$ cat config.mk
export PLATFORM = sky130hd
export DESIGN_NAME = time_counter
export DESIGN_NICKNAME = d
export VERILOG_FILES = /design/src/rtl/time_counter.sv
export SDC_FILE = /design/constraint.sdc
export NUM_CORES = 1
export LEC_CHECK = 0
export CORE_ASPECT_RATIO = 1.2
export CORE_UTILIZATION = 40
export DETAILED_ROUTE_END_ITERATION = 8
export PLACE_DENSITY = 0.64
export RECOVER_POWER = 25
export SLEW_MARGIN = 20
export SYNTH_ARGS = -nofsm -noshare
export SYNTH_HDL_FRONTEND = slang
export SYNTH_SLANG_ARGS = --single-unit
$ cat constraint.sdc
create_clock -name clk -period 2.7 [get_ports clk]
set_clock_uncertainty 0.2 [all_clocks]
set_input_delay 0.675 -clock clk [delete_from_list [all_inputs] [get_ports clk]]
set_output_delay 0.675 -clock clk [all_outputs]
set_load 0.05 [all_outputs]
$ cat src/rtl/time_counter.sv
// BCD timekeeping core: hh:mm:ss in 24 h and 12 h form, plus display digit-scan select.
// Latency: digits update one clock after a qualifying pulse; 12 h digits and pm follow hr0/hr1 combinationally.
// Backpressure: none; each en_1hz/inc_min/inc_hr pulse is consumed in the cycle it arrives.
module time_counter #(
  parameter int SCAN_W = 17
) (
  input  logic       clk,
  input  logic       rst_n,
  input  logic       en_1hz,
  input  logic       set_mode,
  input  logic       inc_min,
  input  logic       inc_hr,
  output logic [3:0] sec0,
  output logic [3:0] sec1,
  output logic [3:0] min0,
  output logic [3:0] min1,
  output logic [3:0] hr0,
  output logic [3:0] hr1,
  output logic [3:0] hr0_12hr,
  output logic [3:0] hr1_12hr,
  output logic       pm,
  output logic       day_tick,
  output logic [1:0] scan_sel
);

  logic              tick;
  logic              sec0_max;
  logic              sec1_max;
  logic              min0_max;
  logic              min1_max;
  logic              hr_max;
  logic              sec_wrap;
  logic              min_wrap;
  logic              min_step;
  logic              hr_step;
  logic              day_wrap;
  logic [SCAN_W-1:0] scan_cnt;

  // Seconds only count in run mode; set_mode is sampled alongside en_1hz,
  // so a tick arriving as set_mode rises is dropped.
  assign tick = en_1hz & ~set_mode;

  // Wrap compares use >= so a glitched non-BCD digit falls back into range.
  assign sec0_max = (sec0 >= 4'd9);
  assign sec1_max = (sec1 >= 4'd5);
  assign min0_max = (min0 >= 4'd9);
  assign min1_max = (min1 >= 4'd5);
  assign hr_max   = ((hr1 >= 4'd2) && (hr0 >= 4'd3)) || (hr1 >= 4'd3);

  assign sec_wrap = tick & sec0_max & sec1_max;
  assign min_wrap = min0_max & min1_max;

  // In set mode the increment buttons drive minutes/hours directly and no
  // carry propagates between fields; in run mode only carries advance them.
  assign min_step = set_mode ? inc_min : sec_wrap;
  assign hr_step  = set_mode ? inc_hr  : (sec_wrap & min_wrap);
  assign day_wrap = ~set_mode & sec_wrap & min_wrap & hr_max;

  // Seconds digits: units 0..9, tens 0..5.
  always_ff @(posedge clk or negedge rst_n) begin
    if (!rst_n) begin
      sec0 <= 4'd0;
      sec1 <= 4'd0;
    end else if (tick) begin
      if (sec0_max) begin
        sec0 <= 4'd0;
        sec1 <= sec1_max ? 4'd0 : sec1 + 4'd1;
      end else begin
        sec0 <= sec0 + 4'd1;
      end
    end
  end

  // Minutes digits: same structure as seconds, advanced by carry or inc_min.
  always_ff @(posedge clk or negedge rst_n) begin
    if (!rst_n) begin
      min0 <= 4'd0;
      min1 <= 4'd0;
    end else if (min_step) begin
      if (min0_max) begin
        min0 <= 4'd0;
        min1 <= min1_max ? 4'd0 : min1 + 4'd1;
      end else begin
        min0 <= min0 + 4'd1;
      end
    end
  end

  // Hours digits: 00..23 BCD, 23 wraps to 00, x9 carries into the tens digit.
  always_ff @(posedge clk or negedge rst_n) begin
    if (!rst_n) begin
      hr0 <= 4'd0;
      hr1 <= 4'd0;
    end else if (hr_step) begin
      if (hr_max) begin
        hr0 <= 4'd0;
        hr1 <= 4'd0;
      end else if (hr0 >= 4'd9) begin
        hr0 <= 4'd0;
        hr1 <= hr1 + 4'd1;
      end else begin
        hr0 <= hr0 + 4'd1;
      end
    end
  end

  // Day pulse registered so it is high in the same cycle the display shows 00:00:00.
  always_ff @(posedge clk or negedge rst_n) begin
    if (!rst_n) begin
      day_tick <= 1'b0;
    end else begin
      day_tick <= day_wrap;
    end
  end

  // Free-running scan divider; keeps running in set mode.
  always_ff @(posedge clk or negedge rst_n) begin
    if (!rst_n) begin
      scan_cnt <= '0;
    end else begin
      scan_cnt <= scan_cnt + 1'b1;
    end
  end

  assign scan_sel = scan_cnt[SCAN_W-1 -: 2];

  // 24 h -> 12 h via BCD subtract-12: 00 shows 12, 13..23 drop by 12 with a
  // borrow from the tens digit when the units digit is below 2.
  always_comb begin
    hr0_12hr = hr0;
    hr1_12hr = hr1;
    pm       = (hr1 >= 4'd2) || ((hr1 == 4'd1) && (hr0 >= 4'd2));
    if ((hr1 == 4'd0) && (hr0 == 4'd0)) begin
      hr1_12hr = 4'd1;
      hr0_12hr = 4'd2;
    end else if ((hr1 >= 4'd2) || ((hr1 == 4'd1) && (hr0 >= 4'd3))) begin
      if (hr0 >= 4'd2) begin
        hr0_12hr = hr0 - 4'd2;
        hr1_12hr = hr1 - 4'd1;
      end else begin
        hr0_12hr = hr0 + 4'd8;
        hr1_12hr = hr1 - 4'd2;
      end
    end
  end

endmodule

==> metrics.md <==
| Metric | Value |
|---|---|
| I/O pin count | `42` |
| Initial core utilization | `42.4%` |
| Worst-Skew Late Latency | `~0.30 ns` |
| Post-synthesis sequential area ratio | `between 40% and 50%` |
| Total CTS buffers | `5` |
| Library cells used by synthesis | `45` |
| Synth Cell Area | `between 0.002 and 0.0025 mm^2` |
| Core box area | `0.00582 mm^2` |
| Endpoints failing setup | `7` |
| Antenna Violating Nets Remaining | `0` |
| Final std cells w/o fill | `403` |
| Pre-CTS WS | `0.00596 ns` |
| Crit path arrival time | `around 2.1 ns` |
| Die H | `88.0 um` |
| Synth warn | `0` |
| Tmin final | `3.02 ns` |
| Largest cells by area after synthesis | `dfrtp_1, ha_1, o21ai_0` |
| Max_cap viols | `1` |
| Final WL | `5210 um` |
| CTS tree | `built` |
| Reg clk slew, reported paths | `0.08 ns` |
| Violated checks | `max-capacitance violations, max-slew violations, negative setup slack` |
| CTS sink count | `42` |
| Slew @ Worst Pin | `1.67 ns` |
| Die X | `approximately 74 um` |
| RSZ-0062 raised after global routing | `yes` |
| GRT Overall Usage | `17.8%` |
| Synthesized flop and latch total | `42` |
| Req. time, crit path | `1.82 ns` |
| # fillers | `a little over 500` |
| Routed via count | `2062` |
| Drt wl/cell | `12.9 um` |
| First drt pass iteration count | `6` |
| DPL Wire Length | `3830 um` |
| Slack of the critical path | `-0.319 ns` |
| Remaining global-route overflow | `0` |
| Max clock buf depth | `2` |
| Antenna diodes | `0` |
| FF/Latch Area | `between 0.001 and 0.0015 mm^2` |
| Syn Inst Count | `254` |
| Rows | `30` |
| Maximum clock rate | `between 300 and 400 MHz` |
| Most common cell in the synthesized netlist | `dfrtp_1` |
| Util after Layout | `between 50% and 60%` |
| Post-route DRC | `0` |
| Syn Nets | `288` |
| Worst setup SP type | `flop` |
| Post-synth top cells | `dfrtp_1, ha_1, o21ai_0` |
| First-pass GRT wire length | `between 8000 and 9000 um` |
| Initial DRC count | `53` |
| Area of the multi-input gates | `~0.0014 mm^2` |
| Worst Setup Path Type | `flop to output port` |
| Post-synthesis async set-or-reset flop share | `100%` |
| P&R area growth vs syn | `38.0%` |
| Antenna violations before repair | `0` |
| Placer Congestion | `0.752` |
| Syn avg cell area | `9.71 um^2` |
| Max FO, Critical Path | `7` |
| Main synth FF type | `dfrtp_1` |
| EDFF count, synth | `0` |
| Vias per cell | `5.12` |
| Hold Buf Count CTS | `0` |
| CTS root buffer | `clkbuf_8` |
| Outcome | `finished, violations left` |
| Synth area leader | `dfrtp_1` |
| Largest net degree at the start of global routing | `32` |
| Number of port buffers | `41` |
| Vias in the first global route | `2030` |
| Crit end category | `output port` |
| Final Net Count | `356` |
| Die Area | `0.00649 mm^2` |
| Min-delay worst type | `flop to flop` |
| Final Cycle Share | `112%` |
| Synth top area share | `42.6%` |
| # placed instances | `between 300 and 400` |
| Slew Limit Fails | `32` |
| Relative slew margins | `-11.4%` |
| CTS HTree Levels | `2` |
| Final hold vios | `0` |
| Layout cells sized above 1 | `22.3%` |
==> repair_timing <==
| item | 4_1_cts | 5_1_grt |
|---|---|---|
| gates resized for setup | 6 | 5 |
| pin swaps | 2 | 3 |
| cloned | 0 | 0 |
| setup endpoints to repair | 8 | 8 |
| buffers inserted | 3 | 3 |
==> flip-flops by register name (all words and copies together), names as in the netlist <==
name and cells:
day_tick 1, hr0 4, hr1 4, sec1 4, sec0 4, min0 4
min1 4, scan_cnt 17
==> cell families after synthesis <==
kind of cell,share of synthesized area [%]
AO/OA/AOI/OAI,13.0
buffers and inverters,4.82
AND/OR/NAND/NOR,18.3
XOR/XNOR,6.03
adder cells (fa/ha/maj),14.2
flip-flops,42.6
multiplexers,1.06
==> layer usage <==
layer	global-route usage, %	vias up	wire [um]
li1	-	1014	-
met1	20.5	998	2310
met2	31.7	42	2590
met3	3.91	8	212
met4	7.17	0	102
met5	0	-	0
==> placed cells by master (no fill, tap or decap), drive strengths merged, types with 3 or more instances in the layout <==
cell type	Yosys	final
o41ai	3	3
clkdlybuf4s50	0	31
a21oi	6	6
inv	21	21
xor2	5	5
ha	28	28
a41oi	3	3
a21o	3	3
xnor2	12	12
nor2	15	15
nand2b	4	4
o21ai	25	25
nand4	5	5
and2	4	4
nand3	17	17
nor3	3	3
nand2	23	23
clkbuf	1	6
dfrtp	42	42
buf	5	35
and3	5	5
==> area by class of cell <==
| class | count | area share (%) |
|---|---|---|
| clock buffer | 5 | 2.02 |
| clock inverter | 3 | 0.625 |
| inverter | 21 | 2.32 |
| multi-input combinational | 185 | 41.6 |
| sequential | 42 | 31.0 |
| tap | 80 | 2.94 |
| timing repair buffer | 67 | 19.5 |
==> worst paths after layout <==
| kind | from | cells after the start | slack [ns] | endpoint |
|---|---|---|---|---|
| setup / recovery | hr1[1]$_DFFE_PN0P_ | 7 | -0.32 | hr0_12hr[3] |
| hold / removal | scan_cnt[13]$_DFF_PN0_ | 1 | 0.27 | scan_cnt[13]$_DFF_PN0_ |
| setup reg to reg | sec0[0]$_DFFE_PN0N_ | 7 | 0.35 | hr0[3]$_DFFE_PN0P_ |
| hold reg to reg | scan_cnt[13]$_DFF_PN0_ | 1 | 0.27 | scan_cnt[13]$_DFF_PN0_ |
| max in group asynchronous | rst_n | 1 | 0.61 | hr1[1]$_DFFE_PN0P_ |
| min in group asynchronous | rst_n | 1 | 0.60 | sec0[3]$_DFFE_PN0N_ |
==> critical path, stage by stage (launching register included) <==
cell	delay, ns
dfrtp_2	0.44
ha_4	0.16
or4_4	0.50
o21ba_4	0.29
inv_2	0.06
a21o_1	0.18
o21ai_4	0.07
buf_12	0.15
==> stage by stage <==
stage               hold WS (ns)  instance area [um^2]  TNS (ns)
global placement           0.256                  3220         0
CTS                        0.236                  3360     -1.84
detailed placement         0.262                  3220         0
floorplan                  0.179                  2560     -1.17
global route               0.295                  3400     -2.47
finish                     0.271                  3400     -1.90
Power is left out: the tool's default activity adds up to more than one toggle a clock period on the data nets, which glitch-free logic cannot reach.
